**config.mk**
```make
export PLATFORM = sky130hd
export DESIGN_NAME = conv_seq_ctrl
export DESIGN_NICKNAME = d
export VERILOG_FILES = /design/src/rtl/conv_seq_ctrl.sv
export SDC_FILE = /design/constraint.sdc
export NUM_CORES = 1
export LEC_CHECK = 0
export BUFFER_PORTS_ARGS = -buffer_cell sky130_fd_sc_hd__buf_2
export CAP_MARGIN = 10
export CORE_MARGIN = 5
export CORE_UTILIZATION = 60
export CTS_BUF_LIST = sky130_fd_sc_hd__clkbuf_4
export DETAILED_ROUTE_END_ITERATION = 16
export GPL_TIMING_DRIVEN = 0
export PLACE_DENSITY = 0.84
export SYNTH_ARGS = -nofsm -noshare
export SYNTH_HDL_FRONTEND = slang
export SYNTH_SLANG_ARGS = --single-unit
```
**constraint.sdc**
```tcl
create_clock -name clk -period 4.12 [get_ports clk]
set_clock_uncertainty 0.2 [all_clocks]
set_input_delay 0.618 -clock clk [delete_from_list [all_inputs] [get_ports clk]]
set_output_delay 0.618 -clock clk [all_outputs]
set_load 0.005 [all_outputs]
```
**src/rtl/conv_seq_ctrl.sv**
```systemverilog
// conv_seq_ctrl: streams one IMG_W x IMG_H frame from a synchronous image
// memory into the sliding-window convolutor and qualifies its result stream.
// A frame runs IDLE -> FETCH (one address per cycle) -> DRAIN (flush the
// convolutor pipeline) -> DONE (one-cycle pulse) -> IDLE.
// Legal windows are tagged with their output-map row/column.
module conv_seq_ctrl #(
    parameter int IMG_W      = 4,
    parameter int IMG_H      = 4,
    parameter int K_SIZE     = 3,
    parameter int STRIDE     = 1,
    parameter int DATA_WIDTH = 16,
    parameter int ADDR_WIDTH = 14,
    parameter int PIPE_LAT   = 1
) (
    input  logic                  clk,
    input  logic                  rst,
    input  logic                  start_i,
    input  logic [ADDR_WIDTH-1:0] base_addr_i,
    output logic                  mem_en_o,
    output logic [ADDR_WIDTH-1:0] mem_addr_o,
    input  logic [DATA_WIDTH-1:0] mem_data_i,
    output logic                  conv_en_o,
    output logic [DATA_WIDTH-1:0] conv_data_o,
    input  logic [DATA_WIDTH-1:0] conv_result_i,
    output logic [DATA_WIDTH-1:0] data_o,
    output logic                  valid_o,
    output logic [15:0]           out_row_o,
    output logic [15:0]           out_col_o,
    output logic                  busy_o,
    output logic                  done_o
);

    localparam int NPIX  = IMG_W * IMG_H;
    localparam int PIX_W = (NPIX > 1) ? $clog2(NPIX) : 1;
    localparam int DRN_W = (PIPE_LAT > 0) ? $clog2(PIPE_LAT + 1) : 1;
    localparam int TAP_W = 33;

    localparam logic [15:0] KM1      = 16'(K_SIZE - 1);
    localparam logic [15:0] LAST_COL = 16'(IMG_W - 1);
    localparam logic [15:0] LAST_ROW = 16'(IMG_H - 1);
    localparam logic [15:0] LAST_PH  = 16'(STRIDE - 1);

    localparam logic [1:0] S_IDLE  = 2'd0;
    localparam logic [1:0] S_FETCH = 2'd1;
    localparam logic [1:0] S_DRAIN = 2'd2;
    localparam logic [1:0] S_DONE  = 2'd3;

    logic [1:0]            state_reg;
    logic [PIX_W-1:0]      pix_reg;
    logic [DRN_W-1:0]      drain_reg;
    logic [ADDR_WIDTH-1:0] base_reg;
    logic                  pix_valid_reg;   // sample on conv_data_o is a real frame pixel
    logic                  start_ok;

    logic [15:0] col_reg, row_reg, col_ph_reg, row_ph_reg, ocol_reg, orow_reg;
    logic [15:0] col_next, row_next, col_ph_next, row_ph_next, ocol_next, orow_next;

    logic              legal;
    logic [TAP_W-1:0]  tap_in;
    logic [TAP_W-1:0]  tap_out;
    logic              tap_legal;

    logic [DATA_WIDTH-1:0] data_hold_reg;
    logic [15:0]           row_hold_reg;
    logic [15:0]           col_hold_reg;

    assign start_ok = (state_reg == S_IDLE) && start_i;

    // Frame sequencer: address counter during FETCH, latency counter during DRAIN.
    always_ff @(posedge clk) begin
        if (rst) begin
            state_reg <= S_IDLE;
            pix_reg   <= '0;
            drain_reg <= '0;
            base_reg  <= '0;
        end else begin
            case (state_reg)
                S_IDLE: begin
                    if (start_i) begin
                        state_reg <= S_FETCH;
                        pix_reg   <= '0;
                        base_reg  <= base_addr_i;
                    end
                end
                S_FETCH: begin
                    if (pix_reg == PIX_W'(NPIX - 1)) begin
                        state_reg <= S_DRAIN;
                        drain_reg <= '0;
                    end else begin
                        pix_reg <= pix_reg + 1'b1;
                    end
                end
                S_DRAIN: begin
                    if (drain_reg == DRN_W'(PIPE_LAT)) begin
                        state_reg <= S_DONE;
                    end else begin
                        drain_reg <= drain_reg + 1'b1;
                    end
                end
                default: state_reg <= S_IDLE;
            endcase
        end
    end

    // Memory read data arrives one cycle after its address; mark those cycles.
    always_ff @(posedge clk) begin
        if (rst) begin
            pix_valid_reg <= 1'b0;
        end else begin
            pix_valid_reg <= (state_reg == S_FETCH);
        end
    end

    assign mem_en_o    = (state_reg == S_FETCH);
    assign mem_addr_o  = mem_en_o ? (base_reg + ADDR_WIDTH'(pix_reg)) : '0;
    assign busy_o      = (state_reg != S_IDLE);
    assign done_o      = (state_reg == S_DONE);
    assign conv_en_o   = pix_valid_reg || (state_reg == S_DRAIN);
    // The memory's own read register provides the one-cycle copy; gate it so
    // the convolutor sees zeros outside the pixel stream.
    assign conv_data_o = pix_valid_reg ? mem_data_i : '0;

    // Next raster position, stride phases and output coordinates (counters only).
    always_comb begin
        col_next    = col_reg;
        row_next    = row_reg;
        col_ph_next = col_ph_reg;
        row_ph_next = row_ph_reg;
        ocol_next   = ocol_reg;
        orow_next   = orow_reg;

        col_next    = (col_reg == LAST_COL) ? 16'd0 : col_reg + 16'd1;
        col_ph_next = ((col_next == KM1) || (col_ph_reg == LAST_PH)) ? 16'd0 : col_ph_reg + 16'd1;
        ocol_next   = (col_next <= KM1) ? 16'd0 :
                      ((col_ph_next == 16'd0) ? ocol_reg + 16'd1 : ocol_reg);

        if (col_reg == LAST_COL) begin
            row_next    = (row_reg == LAST_ROW) ? 16'd0 : row_reg + 16'd1;
            row_ph_next = ((row_next == KM1) || (row_ph_reg == LAST_PH)) ? 16'd0 : row_ph_reg + 16'd1;
            orow_next   = (row_next <= KM1) ? 16'd0 :
                          ((row_ph_next == 16'd0) ? orow_reg + 16'd1 : orow_reg);
        end
    end

    // Position counters describe the pixel currently on conv_data_o.
    always_ff @(posedge clk) begin
        if (rst || start_ok) begin
            col_reg    <= '0;
            row_reg    <= '0;
            col_ph_reg <= '0;
            row_ph_reg <= '0;
            ocol_reg   <= '0;
            orow_reg   <= '0;
        end else if (pix_valid_reg) begin
            col_reg    <= col_next;
            row_reg    <= row_next;
            col_ph_reg <= col_ph_next;
            row_ph_reg <= row_ph_next;
            ocol_reg   <= ocol_next;
            orow_reg   <= orow_next;
        end
    end

    assign legal  = pix_valid_reg && (row_reg >= KM1) && (col_reg >= KM1) &&
                    (col_ph_reg == 16'd0) && (row_ph_reg == 16'd0);
    assign tap_in = {legal, orow_reg, ocol_reg};

    // Delay the legal flag and coordinates to line up with the convolutor output.
    generate
        if (PIPE_LAT == 0) begin : g_nodly
            assign tap_out = tap_in;
        end else begin : g_dly
            for (genvar gi = 0; gi < PIPE_LAT; gi++) begin : g_stage
                logic [TAP_W-1:0] stage_reg;
                logic [TAP_W-1:0] prev;
                if (gi == 0) begin : g_first
                    assign prev = tap_in;
                end else begin : g_chain
                    assign prev = g_stage[gi-1].stage_reg;
                end
                // One pipeline stage of the qualifier delay line.
                always_ff @(posedge clk) begin
                    if (rst) begin
                        stage_reg <= '0;
                    end else begin
                        stage_reg <= prev;
                    end
                end
            end
            assign tap_out = g_stage[PIPE_LAT-1].stage_reg;
        end
    endgenerate

    assign tap_legal = tap_out[TAP_W-1];

    // Remember the last qualified result so outputs hold between results.
    always_ff @(posedge clk) begin
        if (rst) begin
            data_hold_reg <= '0;
            row_hold_reg  <= '0;
            col_hold_reg  <= '0;
        end else if (tap_legal) begin
            data_hold_reg <= conv_result_i;
            row_hold_reg  <= tap_out[31:16];
            col_hold_reg  <= tap_out[15:0];
        end
    end

    assign valid_o   = tap_legal;
    assign data_o    = tap_legal ? conv_result_i  : data_hold_reg;
    assign out_row_o = tap_legal ? tap_out[31:16] : row_hold_reg;
    assign out_col_o = tap_legal ? tap_out[15:0]  : col_hold_reg;

endmodule
```
==> results of run 1 <==
[per-stage QoR]
step / area, um^2 / setup WS (ns) / util (%) / std cells / total power, mW
6_report: 11600 / 0.294 / 67.7 / 1640 / 3.68
5_1_grt: 11500 / 0.00649 / 67.7 / 1639 / 3.87
4_1_cts: 11500 / 0.271 / 67.7 / 1638 / 3.70
3_5_place_dp: 11300 / 0.360 / 66.0 / 1606 / 2.70
3_3_place_gp: 11300 / 0.370 / 66.0 / 1606 / 2.67
2_1_floorplan: 10300 / 0.987 / - / 1250 / 2.46
[critical path, cell delays in order, from the launching register on]
cell	delay, ns
dfxtp_1	0.50
ha_1	0.22
clkbuf_1	0.34
nand2_1	0.09
nor4_1	0.45
mux2i_1	0.15
nor4_1	0.62
a31oi_1	0.47
o211a_1	0.31
buf_2	0.20
nand3_1	0.10
o21ai_0	0.08
[placed cells by master (no fill, tap or decap), drive strengths merged, types with 32 or more instances in the layout]
cell    count
a21oi      82
and2       84
and3       32
buf       142
clkbuf     88
dfxtp     199
inv        35
mux2       55
nand2     125
nand3      58
nand4      41
nor2       93
nor2b      35
nor3       40
o21ai      56
[path summary, 6_finish.rpt]
check / startpoint / to / depth (start not counted)
setup / recovery: col_reg[1]$_SDFFE_PP0P_ / ocol_reg[2]$_SDFFE_PP0P_ / 11
hold / removal: base_addr_i[0] / base_reg[0]$_SDFFE_PP0P_ / 3
setup reg to reg: col_reg[1]$_SDFFE_PP0P_ / ocol_reg[2]$_SDFFE_PP0P_ / 11
hold reg to reg: base_reg[2]$_SDFFE_PP0P_ / base_reg[2]$_SDFFE_PP0P_ / 2
[layout make-up]
type | count | area share [%]
multi-input combinational | 942 | 51.2
sequential | 199 | 34.5
timing repair buffer | 131 | 5.68
buffer | 82 | 2.88
tap | 225 | 2.44
clock inverter | 15 | 1.34
clock buffer | 17 | 1.10
inverter | 27 | 0.877
antenna | 2 | 0.0433
[power by group]
group	leakage (nW)	internal, mW	switching [mW]
sequential	1.61	1.97	0.0536
combinational	2.80	0.224	0.415
clock	0.155	0.277	0.739
[logic make-up (layout without fill, tap and decap cells)]
family | count (synthesis) | count (layout) | share of synthesized area [%]
fa+ha+maj | 22 | 22 | 2.74
mux | 72 | 72 | 7.65
xor+xnor | 40 | 40 | 3.39
buf+inv | 109 | 272 | 4.21
simple gates | 599 | 599 | 31.1
compound gates | 209 | 209 | 12.4
flops | 199 | 199 | 38.6
other cells | 0 | 2 | 0
[routing by layer]
metal | global-route usage (%) | share of wire (%) | up-vias
li1 | - | - | 4719
met1 | 32.1 | 43 | 4437
met2 | 41.9 | 48 | 365
met3 | 4.07 | 7.3 | 41
met4 | 8.31 | 1.8 | 0
met5 | 0 | 0 | -
==> key figures, run 1 <==
Synthesis
  – Synth top area share: 38.6%
  – Post-synth ARST share: 0%
  – EDFF count, synth: 0
  – Most common cell in the synthesized netlist: dfxtp_1
  – Largest cells by area after synthesis: dfxtp_1, mux2_2, and2_1, nand2_1, a21oi_1
  – Top cell type by total area after synthesis: dfxtp_1
  – Synth warn: 0
  – Synthesized flop and latch total: 199
  – Most instantiated cells after synthesis: dfxtp_1, nand2_1, nor2_1
  – Post-synthesis average cell area: 8.26 um^2
  – Post-Syn Area: 0.0103 mm^2
  – Post-Synthesis Cells: 1250
  – Predominant post-synthesis flop cell: dfxtp_1
  – Distinct cells, synth: 66
  – Sequential share of the synthesized area: 38.6%
  – Syn nets: 1321

Worst setup path
  – Data required, critical path: 4.42 ns
  – CP arrival: 4.13 ns
  – Max FO, Critical Path: 10
  – Setup crit end kind: register
  – CP startpoint kind: register
  – CP Class: reg2reg
  – Reg2reg setup slack: 0.29 ns

Routing
  – DRC viols: 0
  – Via count of the routed design: 9562
  – Pre-antenna DRT Iters: 5
  – Final antenna-violating net count: 0
  – Routed WL: 25000 um
  – Via density: 5.83
  – Wire length per cell: 15.2 um
  – Initial DRC Count: 762

Timing
  – Slew margin rel.: 46.7%
  – Period utilization: 92.9%
  – Fin. max-slew vios: 0
  – Setup TNS: 0 ns
  – Max Clk Rate: 261 MHz
  – Unrepaired setup endpoints after global routing: false
  – Period minus WS final: 3.83 ns
  – Final hold violations: 0
  – Final hold slack: 0.0296 ns
  – Worst slew pin tran: 0.792 ns
  – Final setup violating endpoints: 0

Global route
  – Total track usage: 24.7%
  – Total grt overflow: 0
  – Antenna violations before repair: 1
  – First-pass GRT wire length: 41500 um
  – Largest net degree at the start of global routing: 21
  – Number of global-route vias before repair: 8809

Place
  – Port Buffers: 131
  – Final Wtd Congestion: 0.977
  – DP HPWL: 18400 um

Job
  – Max-capacitance violation count: 0

Floorplanning
  – Num ports: 132
  – Core Region: 0.0171 mm^2
  – Die H: 141 um
  – Initial Util: 60.5%
  – Core Rows: 48
  – Horiz. Die Dim: 141 um
  – Die ar.: 0.0199 mm^2

CTS
  – Clock Latency Late Sink: 0.60 ns
  – Sink Count: 199
  – Hold buffers post-CTS: 0
  – CTS tree: yes
  – Post-cts resize count: 0
  – Inserted Clock Buffers: 17
  – Worst-path clk slew: 0.17 ns
  – Clk root buf: clkbuf_4
  – H-tree levels: 4
  – Post-CTS Setup Bufs: 0
  – CTS max path bufs: 2

Min path
  – Hold WC Path Type: in2reg

Pwr
  – PwrDens: 319 mW/mm^2
  – Pleak: 4.56 nW
  – Max rail drop VDD: 0.000234 V

Layout
  – Fin nets: 1471
  – Sequential cell area: 0.00398 mm^2
  – # fillers: 1413
  – Area delta synth->final: 11.9%
  – Flip-flop count of the largest register after layout: 33
  – Area of the multi-input gates: 0.00591 mm^2
  – Share of cells above drive strength 1: 17.1%

Outcome
  – Status: complete, no violations
No activity file was read; power rests on OpenSTA's default activity.
==> inputs of run 2 (changes only) <==
==> constraint.sdc (replaced) <==
create_clock -name clk -period 4.12 [get_ports clk]
set_clock_uncertainty 0.2 [all_clocks]
set_input_delay 1.236 -clock clk [delete_from_list [all_inputs] [get_ports clk]]
set_output_delay 1.236 -clock clk [all_outputs]
set_load 0.005 [all_outputs]
==> run 2 against run 1 <==
  * Global-route usage is the same
  * Total power is essentially flat
  * Worst hold slack gained 0.25 ns
  * Count of clock-buffer cells in the layout is the same
  * Design area grew 0.14%
  * Sequential power is essentially flat
  * Critical endpoint is now mem_addr_o[8]
  * Highest routed layer unchanged
==> key figures, run 2 (synthesis results as in run 1) <==
Global route
  – Gr busiest metal: met2
  – Antenna violations before repair: 1 (unchanged)
  – Total track usage: 24.7% (unchanged)
  – Largest net degree at the start of global routing: 21 (unchanged)
  – Met1 Use GR: 32.1% (unchanged)
  – Total grt overflow: 0 (unchanged)
  – Number of global-route vias before repair: 8809 (unchanged)
  – Met3 Track Usage GR: 4.07% (unchanged)
  – First-pass GRT wire length: 41500 um (unchanged)
  – Met2 Usage GRT: 41.9% (unchanged)

Routing
  – Via count of the routed design: 9547 (-0.16%)
  – DRC viols: 0 (unchanged)
  – Via density: 5.82 (-0.16%)
  – Routed WL: 25000 um (+0.13%)
  – Pre-antenna DRT Iters: 7 (+2)
  – Final antenna-violating net count: 0 (unchanged)
  – Initial DRC Count: 748 (-1.8%)
  – Wire length per cell: 15.3 um (+0.13%)

CTS
  – Clk root buf: clkbuf_4
  – CTS tree: yes
  – Inserted Clock Buffers: 17 (unchanged)
  – CTS max path bufs: 2 (unchanged)
  – Sink Count: 199 (unchanged)
  – Post-CTS Setup Bufs: 0 (unchanged)
  – Clock Latency Late Sink: 0.60 ns (about the same)
  – Worst-path clk slew: 0.17 ns (about the same)
  – H-tree levels: 4 (unchanged)
  – Hold buffers post-CTS: 0 (unchanged)

Layout
  – Fin nets: 1471 (unchanged)
  – Most common cell after layout, fill and taps aside: dfxtp_1
  – Fin area: 0.0116 mm^2 (+0.14%)
  – # fillers: 1416 (+0.21%)
  – Flip-flop count of the largest register after layout: 33 (unchanged)
  – Non-filler cells, final: 1640 (unchanged)
  – Commonest non-fill, non-tap cells in the layout: dfxtp_1, buf_2, nand2_1
  – Area delta synth->final: 12.1%
  – Share of cells above drive strength 1: 17.6% (+0.50 points)
  – Final Util: 67.8% (+0.095 points)

Timing
  – Setup TNS: 0 ns (unchanged)
  – Period minus WS final: 3.93 ns (+0.108 ns)
  – Worst slew pin tran: 0.828 ns (+0.0362 ns)
  – Final hold slack: 0.281 ns (+0.251 ns)
  – Period utilization: 95.5% (+2.6 points)
  – Unrepaired setup endpoints after global routing: false
  – Fin. max-slew vios: 0 (unchanged)
  – Max Clk Rate: 254 MHz (-2.7%)
  – Final hold violations: 0 (unchanged)
  – Final setup violating endpoints: 0 (unchanged)
  – Slew margin rel.: 44.3% (-2.4 points)

Worst setup path
  – FF-to-FF path depth: 11 (unchanged)
  – CP arrival: 2.50 ns (-1.63 ns)
  – Data required, critical path: 2.68 ns (-1.74 ns)
  – Slowest-stage cell, CP: dfxtp_2
  – Setup crit end kind: output port
  – Max incr delay on CP: 0.38 ns (-0.24 ns)
  – Worst r2r src: col_reg[1]$_SDFFE_PP0P_
  – CP Class: reg2out
  – CP startpoint kind: register
  – Crit-path cells: ha_1 -> fa_2 -> a21o_1 -> a21oi_2 -> nor2b_1 -> nand4_1 -> xnor2_1 -> and2_1 -> buf_2
  – R2r endpoint: ocol_reg[2]$_SDFFE_PP0P_
  – Reg2reg setup slack: 0.25 ns (-0.04 ns)
  – Max FO, Critical Path: 4 (-6)
  – Crit. Startpoint: pix_reg[0]$_SDFFE_PP0P_

Min path
  – Hold Path Stages: 2 (-1)
  – Worst hold endpoint: base_reg[2]$_SDFFE_PP0P_
  – Hold WC Path Type: reg2reg
  – Hold wc startpoint: base_reg[2]$_SDFFE_PP0P_

Pwr
  – Clk pwr share: 27.6% (about the same)
  – Switching Fraction: 32.8% (about the same)
  – Internal power: 2.48 mW (about the same)
  – Sw power: 1.21 mW (+0.11%)
  – Max rail drop VDD: 0.000231 V (-1.2%)
  – Pleak: 4.56 nW (about the same)
  – Sequential power share: 55.0% (about the same)
  – Comb pwr share: 17.3% (about the same)
  – PwrDens: 319 mW/mm^2 (about the same)

Place
  – Port Buffers: 131 (unchanged)
  – Area after DPL: 0.0113 mm^2 (unchanged)
  – DP HPWL: 18400 um (unchanged)
  – Final Wtd Congestion: 0.977 (unchanged)
  – Dpl cells: 1606 (unchanged)

Job
  – Max-capacitance violation count: 0 (unchanged)

Floorplanning
  – Core Region: 0.0171 mm^2 (unchanged)
  – Horiz. Die Dim: 141 um (unchanged)
  – Die ar.: 0.0199 mm^2 (unchanged)
  – Core Rows: 48 (unchanged)
  – Initial Util: 60.5% (unchanged)
  – Die H: 141 um (unchanged)
  – Num ports: 132 (unchanged)

Outcome
  – Status: complete, no violations
==> run 2: layer usage <==
metal	share of wire [%]	vias up
li1	-	4722
met1	43	4449
met2	48	339
met3	6.8	37
met4	1.8	0
met5	0	-
==> run 2: layout make-up <==
class                      instances  area (um^2)  share of cell area, %
sequential                       199         3990                   34.5
buffer                            82          334                   2.89
multi-input combinational        942         5920                   51.2
clock buffer                      17          128                   1.10
tap                              225          282                   2.43
clock inverter                    15          155                   1.34
antenna                            2         5.00                 0.0433
inverter                          27          101                  0.876
timing repair buffer             131          656                   5.67
==> run 2: worst max-delay path: cells and delay by family, from the launching register on <==
| family | cells | cell delay [ns] |
|---|---|---|
| AO/OA/AOI/OAI | 2 | 0.37 |
| XOR/XNOR | 1 | 0.12 |
| AND/OR/NAND/NOR | 3 | 0.34 |
| flip-flops | 1 | 0.38 |
| adder cells (fa/ha/maj) | 2 | 0.58 |
| buffers and inverters | 1 | 0.11 |
==> run 2: power groups by stage <==
stage	Combinational, mW	Sequential (mW)	Clock [mW]
CTS	0.635	2.02	1.04
floorplan	0.409	2.05	0
finish	0.638	2.03	1.02
detailed placement	0.633	2.07	0
global route	0.716	2.04	1.12
global placement	0.612	2.06	0
==> run 2: worst max-delay path by stage <==
stage	endpoint	slack, ns	cells after the start
after detailed placement	orow_reg[4]$_SDFFE_PP0P_	0.36	10
after CTS	mem_addr_o[8]	0.008	9
after global routing	ocol_reg[0]$_SDFFE_PP0P_	0.006	11
final	mem_addr_o[8]	0.19	9
after global placement	orow_reg[4]$_SDFFE_PP0P_	0.37	10
after floorplan	mem_addr_o[13]	0.91	9
==> run 2: per-stage QoR <==
step	power [mW]	worst slack, ns
finish	3.68	0.186
global route	3.87	0.00649
CTS	3.70	0.00825
detailed placement	2.70	0.360
global placement	2.67	0.370
floorplan	2.46	0.908
==> run 2: timing repair <==
item,CTS,global route
endpoints found under the hold margin,0,0
endpoints found under the setup margin,3,29
gates resized for setup,1,9
==> inputs of run 3 (changes only) <==
Settings changed: CORE_UTILIZATION 60 to 54, PLACE_DENSITY 0.84 to 0.8.
Clock period 4.12 ns to 3.2 ns, I/O delays scaled along.
==> run 3 against run 2 <==
  * The run now ends with negative setup slack left
  * Total power grew 33%
  * Non-clock buffer count up 17
  * Critical endpoint is now mem_addr_o[11]
  * Sequential share of layout area shrank 1.6 points
  * Die area is 10% higher
  * Worst setup slack lost 0.63 ns
==> key figures, run 3 (synthesis results as in run 1) <==
Pwr
  – PwrDens: 398 mW/mm^2 (+25%)
  – Pleak: 4.87 nW (+6.8%)
  – Max rail drop VDD: 0.000246 V (+6.2%)

Layout
  – Area delta synth->final: 18.9%
  – Commonest non-fill, non-tap cells in the layout: dfxtp_1, buf_2, nand2_1
  – Fin area: 0.0123 mm^2 (+6.1%)
  – Number of diodes: 0 (-2)
  – Final Util: 65.4% (-2.4 points)
  – Fin nets: 1488 (+1.2%)
  – # fillers: 1518 (+7.2%)
  – Share of cells above drive strength 1: 25.0% (+7.5 points)
  – Most common cell after layout, fill and taps aside: dfxtp_1
  – Flip-flop count of the largest register after layout: 33 (unchanged)

Worst setup path
  – CP startpoint kind: register
  – Max FO, Critical Path: 3 (-1)
  – Crit path max-delay family: compound AO/OA/AOI/OAI gates
  – Setup crit end kind: output port
  – FF-to-FF path depth: 11 (unchanged)
  – Slowest-stage cell, CP: dfxtp_4
  – CP Class: reg2out
  – CP arrival: 2.48 ns (-0.02 ns)
  – Number of cells on the critical path: 10 (+1)
  – CP Buf/Inv Count: 1 (unchanged)
  – Crit-path cells: ha_4 -> a21o_1 -> a21oi_2 -> nor2b_2 -> o21ai_2 -> nor2_4 -> nand3_2 -> xnor2_1 -> and2_1 -> buf_2
  – Max incr delay on CP: 0.41 ns (+0.03 ns)
  – Data required, critical path: 2.04 ns (-0.64 ns)

Floorplanning
  – Core Rows: 50 (+4.2%)
  – Core Region: 0.0188 mm^2 (+10%)
  – Die H: 148 um (+5.0%)
  – Die ar.: 0.0220 mm^2 (+10%)
  – Horiz. Die Dim: 148 um (+5.0%)
  – Initial Util: 55.0% (-5.5 points)
  – Num ports: 132 (unchanged)

Routing
  – Via count of the routed design: 9754 (+2.2%)
  – DRC viols: 0 (unchanged)
  – Max layer used: met4
  – Final antenna-violating net count: 0 (unchanged)
  – DRT met1 WL: 11800 um (+8.7%)
  – Via density: 5.86 (+0.69%)
  – Initial DRC Count: 792 (+5.9%)
  – WL met3: 1660 um (-2.2%)
  – Pre-antenna DRT Iters: 5 (-2)
  – Met2 wire length: 12700 um (+6.1%)
  – Wire length per cell: 16.0 um (+5.2%)
  – Routed WL: 26700 um (+6.7%)

Timing
  – Unrepaired setup endpoints after global routing: true
  – Max Clk Rate: 274 MHz
  – Fin. max-slew vios: 0 (unchanged)
  – Worst slew pin tran: 0.634 ns (-0.195 ns)
  – Slew margin rel.: 57.7% (+13 points)
  – Final hold violations: 0 (unchanged)
  – Final setup violating endpoints: 11 (+11)
  – PnR worst setup slack: -0.443 ns (-0.629 ns)
  – Period minus WS final: 3.64 ns
  – Period utilization: 114%
  – Final hold slack: 0.272 ns (-0.00860 ns)

CTS
  – Sink Count: 199 (unchanged)
  – Inserted Clock Buffers: 17 (unchanged)
  – H-tree levels: 4 (unchanged)
  – Hold buffers post-CTS: 0 (unchanged)
  – CTS max path bufs: 2 (unchanged)
  – Clk root buf: clkbuf_4
  – CTS tree: yes
  – Clock Latency Late Sink: 0.62 ns (+0.02 ns)
  – Worst-path clk slew: 0.21 ns (+0.04 ns)

Global route
  – Total grt overflow: 0 (unchanged)
  – Total track usage: 23.4% (-1.4 points)
  – Number of global-route vias before repair: 8818 (+0.10%)
  – Largest net degree at the start of global routing: 23 (+9.5%)
  – Antenna violations before repair: 0 (-1)
  – First-pass GRT wire length: 43400 um (+4.6%)

Min path
  – Hold WC Path Type: reg2reg
  – Hold Path Stages: 2 (unchanged)

Outcome
  – Failing checks: negative setup slack
  – Status: complete, but fails checks

Place
  – Final Wtd Congestion: 0.940 (-3.7%)
  – DP HPWL: 18600 um (+0.86%)
  – Port Buffers: 131 (unchanged)
  – Pre-CTS setup slack: -0.665 ns (-1.02 ns)
  – Area after DPL: 0.0113 mm^2 (+0.10%)

Job
  – Max-capacitance violation count: 0 (unchanged)
run 3: final cells by class:
type,count,area (um^2),area share [%]
clock buffers,17,128,1.04
plain buffers,67,335,2.73
inverters,27,101,0.826
clock inverters,15,198,1.61
repair buffers,163,925,7.53
flip-flops and latches,199,4030,32.9
multi-input cells,942,6260,51.0
well taps,234,293,2.39
run 3: power by group:
| part | total [mW] | internal (mW) | switching [mW] | leakage, nW |
|---|---|---|---|---|
| registers | 2.61 | 2.54 | 0.0710 | 1.62 |
| logic | 0.859 | 0.311 | 0.549 | 3.08 |
| clock network | 1.42 | 0.387 | 1.03 | 0.166 |
| total | 4.89 | 3.24 | 1.65 | 4.87 |
run 3: worst min-delay path, delay by kind of cell (launching register included):
kind / cells / cell delay, ns
AO/OA/AOI/OAI: 1 / 0.05
flip-flops: 1 / 0.35
AND/OR/NAND/NOR: 1 / 0.05
run 3: routing by layer:
metal | GRT usage (%) | vias to the layer above
met5 | 0 | -
met4 | 6.33 | 0
met3 | 3.99 | 42
li1 | - | 4763
met2 | 39.1 | 344
met1 | 31.4 | 4605
run 3: per-stage QoR:
step                      total power [mW]  TNS (ns)  cells
after global routing                  5.14     -5.65   1664
after CTS                             4.88     -3.72   1657
after global placement                3.44    -20.54   1615
after floorplan                       3.17         0   1250
final                                 4.89     -3.95   1664
after detailed placement              3.47    -23.80   1615
run 3: worst paths after layout:
check,startpoint,to,slack (ns)
setup / recovery,pix_reg[1]$_SDFFE_PP0P_,mem_addr_o[11],-0.44
hold / removal,base_reg[2]$_SDFFE_PP0P_,base_reg[2]$_SDFFE_PP0P_,0.27
setup reg to reg,row_reg[0]$_SDFFE_PP0P_,orow_reg[4]$_SDFFE_PP0P_,0.02
hold reg to reg,base_reg[2]$_SDFFE_PP0P_,base_reg[2]$_SDFFE_PP0P_,0.27
run 3: timing repair:
action | 4_1_cts | 5_1_grt
setup buffers | 16 | 15
resized for setup | 79 | 65
setup endpoints to repair | 139 | 87
pin swaps | 17 | 25
gates cloned | 0 | 1
endpoints found under the hold margin | 0 | 0
